**src/rtl/instr_sequencer_if.sv**
```systemverilog
// Memory handshake bundle between the sequencer (master) and the
// instruction/data memories (slave).
interface instr_sequencer_if;
  logic imem_req;
  logic imem_ack;
  logic dmem_req;
  logic dmem_ack;
  logic MemR;
  logic MemW;

  modport master (
    output imem_req, dmem_req, MemR, MemW,
    input  imem_ack, dmem_ack
  );

  modport slave (
    input  imem_req, dmem_req, MemR, MemW,
    output imem_ack, dmem_ack
  );
endinterface

```
**src/rtl/instr_sequencer.sv**
```systemverilog
// Multi-cycle FETCH/DECODE/EXEC/MEM/WB sequencer for the 8-opcode datapath,
// with req/ack memory handshakes, ack timeout and a retired-instruction counter.
module instr_sequencer #(
  parameter int ACK_TIMEOUT = 15,
  parameter int CNT_W       = 16
) (
  input  logic                 CLK,
  input  logic                 Reset_n,
  input  logic                 Start,
  input  logic [2:0]           Opcode,
  input  logic                 NotEq,
  input  logic                 Last_instr,
  instr_sequencer_if.master    mem,
  output logic                 IR_load,
  output logic [1:0]           ALUOp,
  output logic                 RegW,
  output logic                 PC_en,
  output logic                 PC_sel,
  output logic                 Done,
  output logic                 Err,
  output logic [CNT_W-1:0]     Retired
);

  localparam int WAIT_W = $clog2(ACK_TIMEOUT + 1);

  typedef enum logic [2:0] {
    S_IDLE, S_FETCH, S_DECODE, S_EXEC, S_MEM, S_WB, S_HALT
  } state_t;

  typedef enum logic [2:0] {
    OP_SB, OP_LB, OP_ADD, OP_AND, OP_XOR, OP_CPY, OP_SL, OP_BNE
  } op_t;

  state_t              r_state;
  op_t                 r_op_q;
  logic [WAIT_W-1:0]   r_wait_cnt;
  logic [CNT_W-1:0]    r_retired;
  logic                r_err;

  logic                w_ack;
  logic                w_timeout;
  logic                w_retire;

  function automatic logic [CNT_W-1:0] sat_inc(input logic [CNT_W-1:0] v);
    return (&v) ? v : v + 1'b1;
  endfunction

  // Only the ack belonging to the current wait state is seen; others are ignored.
  always_comb begin
    w_ack     = 1'b0;
    if (r_state == S_FETCH)
      w_ack = mem.imem_ack;
    else if (r_state == S_MEM)
      w_ack = mem.dmem_ack;
    w_timeout = !w_ack && (r_wait_cnt == WAIT_W'(ACK_TIMEOUT - 1));
    w_retire  = ((r_state == S_EXEC) && (r_op_q == OP_BNE)) ||
                ((r_state == S_MEM) && w_ack && (r_op_q == OP_SB)) ||
                (r_state == S_WB);
  end

  always_ff @(posedge CLK) begin
    if (!Reset_n) begin
      r_state    <= S_IDLE;
      r_op_q     <= OP_SB;
      r_wait_cnt <= '0;
      r_retired  <= '0;
      r_err      <= 1'b0;
    end else begin
      case (r_state)
        S_IDLE: if (Start) r_state <= S_FETCH;
        S_FETCH, S_MEM: begin
          if (w_ack) begin
            r_wait_cnt <= '0;
            if (r_state == S_FETCH)
              r_state <= S_DECODE;
            else if (r_op_q == OP_LB)
              r_state <= S_WB;
          end else if (w_timeout) begin
            r_wait_cnt <= '0;
            r_err      <= 1'b1;
            r_state    <= S_HALT;
          end else begin
            r_wait_cnt <= r_wait_cnt + 1'b1;
          end
        end
        S_DECODE: begin
          r_op_q  <= op_t'(Opcode);
          r_state <= S_EXEC;
        end
        S_EXEC: begin
          if (r_op_q == OP_SB || r_op_q == OP_LB)
            r_state <= S_MEM;
          else if (r_op_q != OP_BNE)
            r_state <= S_WB;
        end
        S_HALT: begin
          if (Start) begin
            r_state   <= S_FETCH;
            r_retired <= '0;
            r_err     <= 1'b0;
          end
        end
        default: r_state <= S_IDLE;
      endcase
      // Every retiring state (bne EXEC, sb MEM ack, WB) funnels through here.
      if (w_retire) begin
        r_retired <= sat_inc(r_retired);
        r_state   <= Last_instr ? S_HALT : S_FETCH;
      end
    end
  end

  always_comb begin
    mem.imem_req = 1'b0;
    mem.dmem_req = 1'b0;
    mem.MemR     = 1'b0;
    mem.MemW     = 1'b0;
    IR_load      = 1'b0;
    ALUOp        = 2'd0;
    RegW         = 1'b0;
    PC_en        = 1'b0;
    PC_sel       = 1'b0;
    Done         = 1'b0;
    case (r_state)
      S_FETCH: begin
        mem.imem_req = 1'b1;
        IR_load      = mem.imem_ack;
      end
      S_EXEC: begin
        case (r_op_q)
          OP_ADD: ALUOp = 2'd1;
          OP_XOR: ALUOp = 2'd2;
          OP_BNE: begin
            ALUOp  = 2'd3;
            PC_en  = 1'b1;
            PC_sel = NotEq;
          end
          default: ALUOp = 2'd0;
        endcase
      end
      S_MEM: begin
        mem.dmem_req = 1'b1;
        mem.MemW     = (r_op_q == OP_SB);
        mem.MemR     = (r_op_q == OP_LB);
        PC_en        = mem.dmem_ack && (r_op_q == OP_SB);
      end
      S_WB: begin
        RegW  = 1'b1;
        PC_en = 1'b1;
      end
      S_HALT: Done = 1'b1;
      default: Done = 1'b0;
    endcase
  end

  assign Err     = r_err;
  assign Retired = r_retired;

endmodule

```
**src/flat_wrapper.sv**
```systemverilog
// flat-port wrapper written by rule: the top's interface ports become plain ports
module instr_sequencer_flat 
#(
  parameter int ACK_TIMEOUT = 15,
  parameter int CNT_W       = 16
)
  (CLK, Reset_n, Start, Opcode, NotEq, Last_instr, IR_load, ALUOp, RegW, PC_en, PC_sel, Done, Err, Retired, mem_imem_req, mem_dmem_req, mem_MemR, mem_MemW, mem_imem_ack, mem_dmem_ack);
  instr_sequencer_if mem_i ();
  input  logic CLK;
  input  logic Reset_n;
  input  logic Start;
  input  logic [2:0] Opcode;
  input  logic NotEq;
  input  logic Last_instr;
  output logic IR_load;
  output logic [1:0] ALUOp;
  output logic RegW;
  output logic PC_en;
  output logic PC_sel;
  output logic Done;
  output logic Err;
  output logic [CNT_W-1:0] Retired;
  output wire logic [$bits(mem_i.imem_req)-1:0] mem_imem_req;
  output wire logic [$bits(mem_i.dmem_req)-1:0] mem_dmem_req;
  output wire logic [$bits(mem_i.MemR)-1:0] mem_MemR;
  output wire logic [$bits(mem_i.MemW)-1:0] mem_MemW;
  input wire logic [$bits(mem_i.imem_ack)-1:0] mem_imem_ack;
  input wire logic [$bits(mem_i.dmem_ack)-1:0] mem_dmem_ack;
  assign mem_imem_req = mem_i.imem_req;
  assign mem_dmem_req = mem_i.dmem_req;
  assign mem_MemR = mem_i.MemR;
  assign mem_MemW = mem_i.MemW;
  assign mem_i.imem_ack = mem_imem_ack;
  assign mem_i.dmem_ack = mem_dmem_ack;
  instr_sequencer #(.ACK_TIMEOUT(ACK_TIMEOUT), .CNT_W(CNT_W)) u_core (.CLK(CLK), .Reset_n(Reset_n), .Start(Start), .Opcode(Opcode), .NotEq(NotEq), .Last_instr(Last_instr), .mem(mem_i), .IR_load(IR_load), .ALUOp(ALUOp), .RegW(RegW), .PC_en(PC_en), .PC_sel(PC_sel), .Done(Done), .Err(Err), .Retired(Retired));
endmodule
```
**config.mk**
```make
export PLATFORM = sky130hd
export DESIGN_NAME = instr_sequencer_flat
export DESIGN_NICKNAME = d
export VERILOG_FILES = /design/src/rtl/instr_sequencer_if.sv /design/src/rtl/instr_sequencer.sv /design/src/flat_wrapper.sv
export SDC_FILE = /design/constraint.sdc
export NUM_CORES = 1
export LEC_CHECK = 0
export CAP_MARGIN = 20
export CORE_MARGIN = 8
export CORE_UTILIZATION = 60
export DETAILED_ROUTE_END_ITERATION = 6
export DONT_BUFFER_PORTS = 1
export PLACE_DENSITY = 0.82
export SLEW_MARGIN = 20
export SYNTH_ARGS = -nofsm -noshare
export SYNTH_HDL_FRONTEND = slang
export SYNTH_SLANG_ARGS = --single-unit
```
**constraint.sdc**
```tcl
create_clock -name CLK -period 2.11 [get_ports CLK]
set_input_delay 0.633 -clock CLK [delete_from_list [all_inputs] [get_ports CLK]]
set_output_delay 0.633 -clock CLK [all_outputs]
set_load 0.1 [all_outputs]
```
* Yosys cells after proc, flatten, opt, wreduce, memory -nomap -nowiden
Cells that the tools add are included.
Word-level totals: flip-flop bits (word level) 27, bits of input ports 10, output and inout bits 28, word-level logic and storage cells 82
Operators by class: add/subtract/negate cells 2, eq/ne operators 20, multiplexer cells 35, reduce and logical (&&, ||, !) cells 20
Operators with widths (count):
- two-way mux 16 bit | 4
- two-way mux 3 bit | 9
- adder 16 x 1 -> 16 bit, second input constant | 1
- AND reduction 16 bit | 1
- == test 3 bit, second input constant | 5
- two-way mux 1 bit | 15
- case mux 3 bit (4 select lines) | 1
- == test 3 x 2 -> 1 bit, second input constant | 3
- two-way mux 4 bit | 2
- AND reduction 4 bit | 2
- == test 3 x 1 -> 1 bit, second input constant | 2
- zero test 3 bit | 2
- != test 2 bit, second input constant | 3
- case mux 2 bit (3 select lines) | 1
- nonzero test 2 bit | 3
- logical AND 1 bit | 5
- != test 5 bit, second input constant | 1
- adder 4 x 1 -> 4 bit, second input constant | 1
- == test 4 bit, second input constant | 1
- != test 4 x 1 -> 1 bit, second input constant | 1
- != test 4 x 3 -> 1 bit, second input constant | 1
- OR reduction 2 bit | 2
- logical OR 1 bit | 3
- != test 3 x 1 -> 1 bit, second input constant | 1
- 7 further kinds | 7

* Logic depth before layout (Yosys ltp)
Gate-level depths: netlist (run 1).
depth in word-level cells 9, depth in mapped cells 8, mapped depth without buffers 7

* Worst setup path before layout (run 1)
Ideal clock, no wire load.
path kind register to output, start reg u_core.r_state[1], end out mem_MemW, arrival time 3.725 ns, data required time 1.477 ns, path slack -2.248 ns, stages on the path, launching flop included 4, buffers on the path 1, path through dfxtp_1 > buf_2 > or3b_2 > nor4_1
On the way: longest elaborated chain between the ends 2
Ends and longest elaborated chain:
- start, declared | line instr_sequencer.sv:34 | state_t r_state;
- start signal, assigned | line instr_sequencer.sv:108 | r_state <= Last_instr ? S_HALT : S_FETCH;
- == test 3 bit | line instr_sequencer.sv:124 | case (r_state)
- two-way mux 1 bit | line instr_sequencer.sv:124
- end, declared | line flat_wrapper.sv:26 | output wire logic [$bits(mem_i.MemW)-1:0] mem_MemW;
Every way passes these cells.

* Worst setup path after layout (run 1)
start reg u_core.r_op_q[2], end out PC_en
On the way: longest elaborated chain between the ends 3
Ends and longest elaborated chain:
- start, declared | line instr_sequencer.sv:35 | op_t r_op_q;
- start signal, assigned | line instr_sequencer.sv:87 | r_op_q <= op_t'(Opcode);
- == test 3 bit or zero test 3 bit (tied branches) | line instr_sequencer.sv:130, instr_sequencer.sv:145
- two-way mux 1 bit or logical AND 1 bit (tied branches) | line instr_sequencer.sv:130, instr_sequencer.sv:145
- case mux 1 bit (3 select lines) * | line instr_sequencer.sv:124
- end, declared | line flat_wrapper.sv:18 | output logic PC_en;
Mark *: on every way between the ends. The rest lies on a longest branch, timed or not.

==> results of run 1 <==
[power by group]
| part | internal [mW] | switching [mW] | total (mW) |
|---|---|---|---|
| Combinational | 0.448 | 0.705 | 1.15 |
| Sequential | 0.573 | 0.0741 | 0.648 |
| Clock | 0.0745 | 0.165 | 0.240 |
| Total | 1.10 | 0.945 | 2.04 |
[placed cells by master (no fill, tap or decap), types with 4 or more instances in the layout]
| master | n |
|---|---|
| nand4_1 | 5 |
| o21a_1 | 4 |
| and3_1 | 4 |
| nand2b_1 | 5 |
| inv_1 | 6 |
| and2_1 | 5 |
| mux2i_1 | 7 |
| buf_4 | 41 |
| nor2b_1 | 4 |
| nand2_1 | 19 |
| dfxtp_1 | 6 |
| dfxtp_2 | 17 |
| nand3_1 | 6 |
| a21oi_1 | 11 |
| a31oi_1 | 5 |
| nor2_1 | 7 |
| o21ai_0 | 6 |
| nor3_1 | 8 |
| nor4_1 | 8 |
| a21boi_0 | 4 |
| buf_12 | 8 |
| dfxtp_4 | 4 |
[state kept, by name, summed over array words and instances (netlist names)]
register	count
u_core.Retired	16
u_core.r_wait_cnt	4
u_core.r_op_q	3
u_core.r_state	3
u_core.Err	1
[worst reg2reg max path: cells and delay by family (launching register included)]
family / cells / cell delay (ns)
and+or+nand+nor: 3 / 0.74
AOI/OAI and AO/OA: 2 / 0.65
DFF: 1 / 0.39
buffers and inverters: 1 / 0.15
[through the flow]
stage,hold WS [ns],instances,util
CTS,0.393,278,0.829
floorplan,0.471,209,-
detailed placement,0.480,270,0.800
global placement,0.469,270,0.800
global route,0.387,284,0.859
finish,0.393,284,0.859
[how the worst max path moves through the flow]
stage	startpoint	to	slack (ns)	depth (start not counted)
2_1_floorplan	u_core.r_state[1]	mem_MemW	-0.33	3
3_3_place_gp	mem_dmem_ack	PC_en	0.09	5
3_5_place_dp	mem_dmem_ack	PC_en	0.08	5
4_1_cts	u_core.r_state[1]	mem_MemR	-0.12	4
5_1_grt	u_core.r_op_q[2]	PC_en	-0.17	5
6_report	u_core.r_op_q[2]	PC_en	-0.15	5
[cell families (layout without fill, tap and decap cells)]
family / Yosys count / after routing / share of synthesized area
compound gates: 54 / 54 / 0.218
xor+xnor: 2 / 2 / 0.0104
fa+ha+maj: 3 / 3 / 0.0223
buf+inv: 18 / 62 / 0.0476
flops: 27 / 27 / 0.321
mux: 7 / 7 / 0.0417
simple gates: 98 / 98 / 0.339
[final cells by class]
cell class / count / area (um^2) / area share
timing repair buffer: 50 / 483 / 0.207
multi-input combinational: 164 / 1170 / 0.501
clock buffer: 4 / 26.3 / 0.0113
tap: 31 / 38.8 / 0.0167
inverter: 8 / 37.5 / 0.0161
sequential: 27 / 577 / 0.248
[repair_timing]
| action | in CTS | in global routing |
|---|---|---|
| gates resized for setup | 11 | 8 |
| endpoints found under the setup margin | 9 | 9 |
| pin swaps | 4 | 3 |
| setup buffers | 4 | 6 |
[per-layer routing]
layer | routed length (um) | track usage
met5 | 0 | 0
met4 | 98 | 0.0877
met1 | 2010 | 0.256
met3 | 525 | 0.0372
met2 | 2700 | 0.403
==> results.toml, run 1 <==
[timing]
rsz0062_at_grt = "true"
slew_headroom = 0.573
tightest_slew_ns = 0.636
drv_slew = 0
min_period_ns = 2.26
finalSetupTns_ns = -0.462
final.setup.worst_slack_ns = -0.145
hold_viol_final = 0
finalCritPeriodShare = 1.07
setup_viol = 5
fin_skew_ns = 0.00149
fmax_ghz = 0.443

[routing]
drt_wl_total_mm = 5.33
drtAntennaViolNets = 0
routedWlPerCell_um = 18.8
first_pass_iters = 5
drt-initial-drc-count = 193
vias = 1908
drc = 0
avgViaCountPerCell = 6.72

[worst_setup_path]
critPathLaunchType = "flip-flop"
path_delay_family = "flip-flops"
worstSetupEndpointType = "primary output"
critPathMaxFanout = 7
crit_buf_inv = 2
path_class = "reg2out"
reg2regPathDepth = 6
cpPeakStageDelay_ns = 0.41
required_ns = 1.48
rr_startpoint = "u_core.r_state[1]"
cp_cell_sequence = "nor4b_4 > o21a_1 > nor2_4 > clkinvlp_4 > buf_12"
worstPathArrival_ns = 1.62
crit_path_top_delay_cell = "dfxtp_4"
reg2reg_setup_slack_ns = 0.08
r2r_end = "u_core.r_state[0]"

[power_and_ir_drop]
leakage_nw = 0.893
powerDensity_nw_per_um2 = 876
power.total_mw = 2.04
vdd_drop_max_v = 0.00112

[yosys]
yosysSeqAreaShare = 0.321
ys.flop_type = "dfxtp_1"
syn_inst = 209
synth_common_cells = "27 x dfxtp_1, 19 x nand2_1, 12 x a21oi_1"
synth_warnings = 0
mappedNetlistNets = 222
syn-cell-area_um2 = 1680
synthArstFlopShare = 0
yosys-top-cells-area = "dfxtp_1 32%, nand2_1 4.2%, mux2i_1 4.2%"
synth_top_area_frac = 0.321
synth_seq_cells = 27
yosysTopAreaCell = "dfxtp_1"
avgSynthCellArea_um2 = 8.05
yosysMostFrequentCell = "dfxtp_1"
synth_edf_count = 0
synth_cell_types = 50

[clock_tree]
cts_tree = "yes"
cts_buffers = 3
hold_buffers = 0
cts_max_level = 1
cts_buffer_depth = 2
clkSinkCount = 27
clk_pin_slew_worst_paths_ns = 0.15
root_buffer = "clkbuf_4"
clock_latency_ns = 0.34

[die]
fp.dieH_um = 68.9
die_area_um2 = 4750
initial_utilization = 0.620
coreArea_um2 = 2710
core.rowCount = 19
num_io_pins = 38
die_w_um = 68.9

[layout]
areaGrowthSynthToFinish_pct = 38.5
stdcell_area_um2 = 2330
fin_nets = 267
fillCellCount = 133
drive_gt1_frac = 0.379
n_antenna_cell = 0

[global_route]
grt.overflow.total = 0
grt_pass1_vias = 1851
grt_pass1_wl_mm = 8.28
track_usage = 0.224
grt_max_degree = 16
antenna_found_initial = 0

[place]
hpwl_mm = 3.72
portBuffers = 0
routabilityCongestion = 0.902
post_dp_cell_area_um2 = 2170
dp_worst_setup_slack_ns = 0.0756

[run_status]
status = "finished with violations"
violations = "negative setup slack"

[hold_path]
whs_path_depth = 1
hp-start = "Reset_n"
min_path_type = "in2reg"
hold_end = "u_core.r_state[0]"

[run]
cap_violations = 0
Note: power is estimated with default switching activity, not from simulation.
==> inputs of run 2 (changes only) <==
--- a/config.mk
+++ b/config.mk
@@ -11,6 +11,7 @@
 export DETAILED_ROUTE_END_ITERATION = 6
 export DONT_BUFFER_PORTS = 1
 export PLACE_DENSITY = 0.82
+export SKIP_CTS_REPAIR_TIMING = 1
 export SLEW_MARGIN = 20
 export SYNTH_ARGS = -nofsm -noshare
 export SYNTH_HDL_FRONTEND = slang
==> run 2 against run 1 <==
The run still ends with negative setup slack left. Sequential power increased by 0.8%. Sequential share of layout area increased by 0.60 points. Non-clock buffer count decreased by 6. Clock power about the same. Via count decreased by 3.2%.
==> results.toml, run 2 (same netlist as run 1, synthesis figures left out) <==
[timing]
finalSetupTns_ns = -0.587
slew_headroom = 0.598
setup_viol = 5
drv_slew = 0
hold_viol_final = 0
final.setup.worst_slack_ns = -0.164
min_period_ns = 2.27
tightest_slew_ns = 0.598
finalCritPeriodShare = 1.08
rsz0062_at_grt = "true"
fin_skew_ns = 0.00175
hold_slack_ns = 0.392
fmax_ghz = 0.440

[place]
portBuffers = 0
routabilityCongestion = 0.902
hpwl_mm = 3.72

[global_route]
grt_max_degree = 16
grt.overflow.total = 0
grt_pass1_vias = 1801
track_usage = 0.213
antenna_found_initial = 0
grt_pass1_wl_mm = 7.96

[hold_path]
min_path_type = "in2reg"
whs_path_depth = 1

[routing]
drc = 0
drtAntennaViolNets = 0
vias = 1846
first_pass_iters = 5
drt-initial-drc-count = 214
drt_wl_total_mm = 5.16
routedWlPerCell_um = 18.6
avgViaCountPerCell = 6.64

[layout]
drive_gt1_frac = 0.368
fillCellCount = 164
largest_reg_flops = 16
final_common_cell = "buf_4"
final_cell_mix = "35 x buf_4, 19 x nand2_1, 17 x dfxtp_2, 11 x a21oi_1"
fin_nets = 261
n_antenna_cell = 0
areaGrowthSynthToFinish_pct = 35.2

[die]
core.rowCount = 19
num_io_pins = 38
initial_utilization = 0.620
die_area_um2 = 4750
fp.dieH_um = 68.9
die_w_um = 68.9
coreArea_um2 = 2710

[power_and_ir_drop]
leakage_nw = 0.860
powerDensity_nw_per_um2 = 855
vdd_drop_max_v = 0.00104

[worst_setup_path]
critPathLaunchType = "flip-flop"
required_ns = 1.48
reg2regPathDepth = 6
worstPathArrival_ns = 1.64
worstSetupEndpointType = "primary output"
critPathMaxFanout = 4
path_class = "reg2out"

[run]
cap_violations = 0

[clock_tree]
root_buffer = "clkbuf_4"
clk_pin_slew_worst_paths_ns = 0.15
clkSinkCount = 27
cts_buffer_depth = 2
cts_max_level = 1
clock_latency_ns = 0.34
cts_tree = "yes"
cts_buffers = 3

[run_status]
status = "finished with violations"
violations = "negative setup slack"
## run 2: changes by cell type in the layout (fill, tap and decap cells not counted), sizes merged
cell / previous run / this run
buf: 50 / 44
## run 2: path summary, 6_finish.rpt
path | start | to | slack, ns
max | u_core.r_state[2] | PC_en | -0.16
min | Reset_n | u_core.r_state[0] | 0.39
max reg2reg | u_core.r_state[1] | u_core.r_state[0] | 0.08
min reg2reg | u_core.Retired[5] | u_core.Retired[5] | 0.50
## run 2: critical path, stage by stage (launching register included)
cell and delay, ns:
dfxtp_2 0.37, nand4b_2 0.28, nor2_2 0.20, buf_4 0.15, nor2_4 0.05, clkinvlp_4 0.08
buf_12 0.17
## run 2: cell type report
class,instances,area (um^2),share of cell area
Sequential cell,27,577,0.254
Multi-Input combinational cell,164,1170,0.514
Clock buffer,4,26.3,0.0116
Timing Repair Buffer,44,425,0.187
Tap cell,31,38.8,0.0171
Inverter,8,37.5,0.0165
## run 2: through the flow
stage                     instances  setup WS (ns)   util  power (mW)  instance area [um^2]
after floorplan                 209         -0.326      -        1.41                  1800
after global routing            278         -0.185  0.839        2.02                  2270
final                           278         -0.164  0.839        1.94                  2270
after CTS                       274         -0.197  0.809        1.84                  2190
after global placement          270         0.0895  0.800        1.57                  2170
after detailed placement        270         0.0756  0.800        1.61                  2170
## run 2: per-layer routing
layer	wire, um	part of all wire	track usage
met5	0	0	0
met4	76	0.015	0.0802
met3	425	0.082	0.0372
met2	2650	0.51	0.380
met1	2010	0.39	0.245
## run 2: power by group
part           switching [mW]  total (mW)  internal (mW)
Sequential             0.0789       0.653          0.574
Clock                   0.163       0.238         0.0745
Combinational           0.665        1.05          0.389
Total                   0.907        1.94           1.04
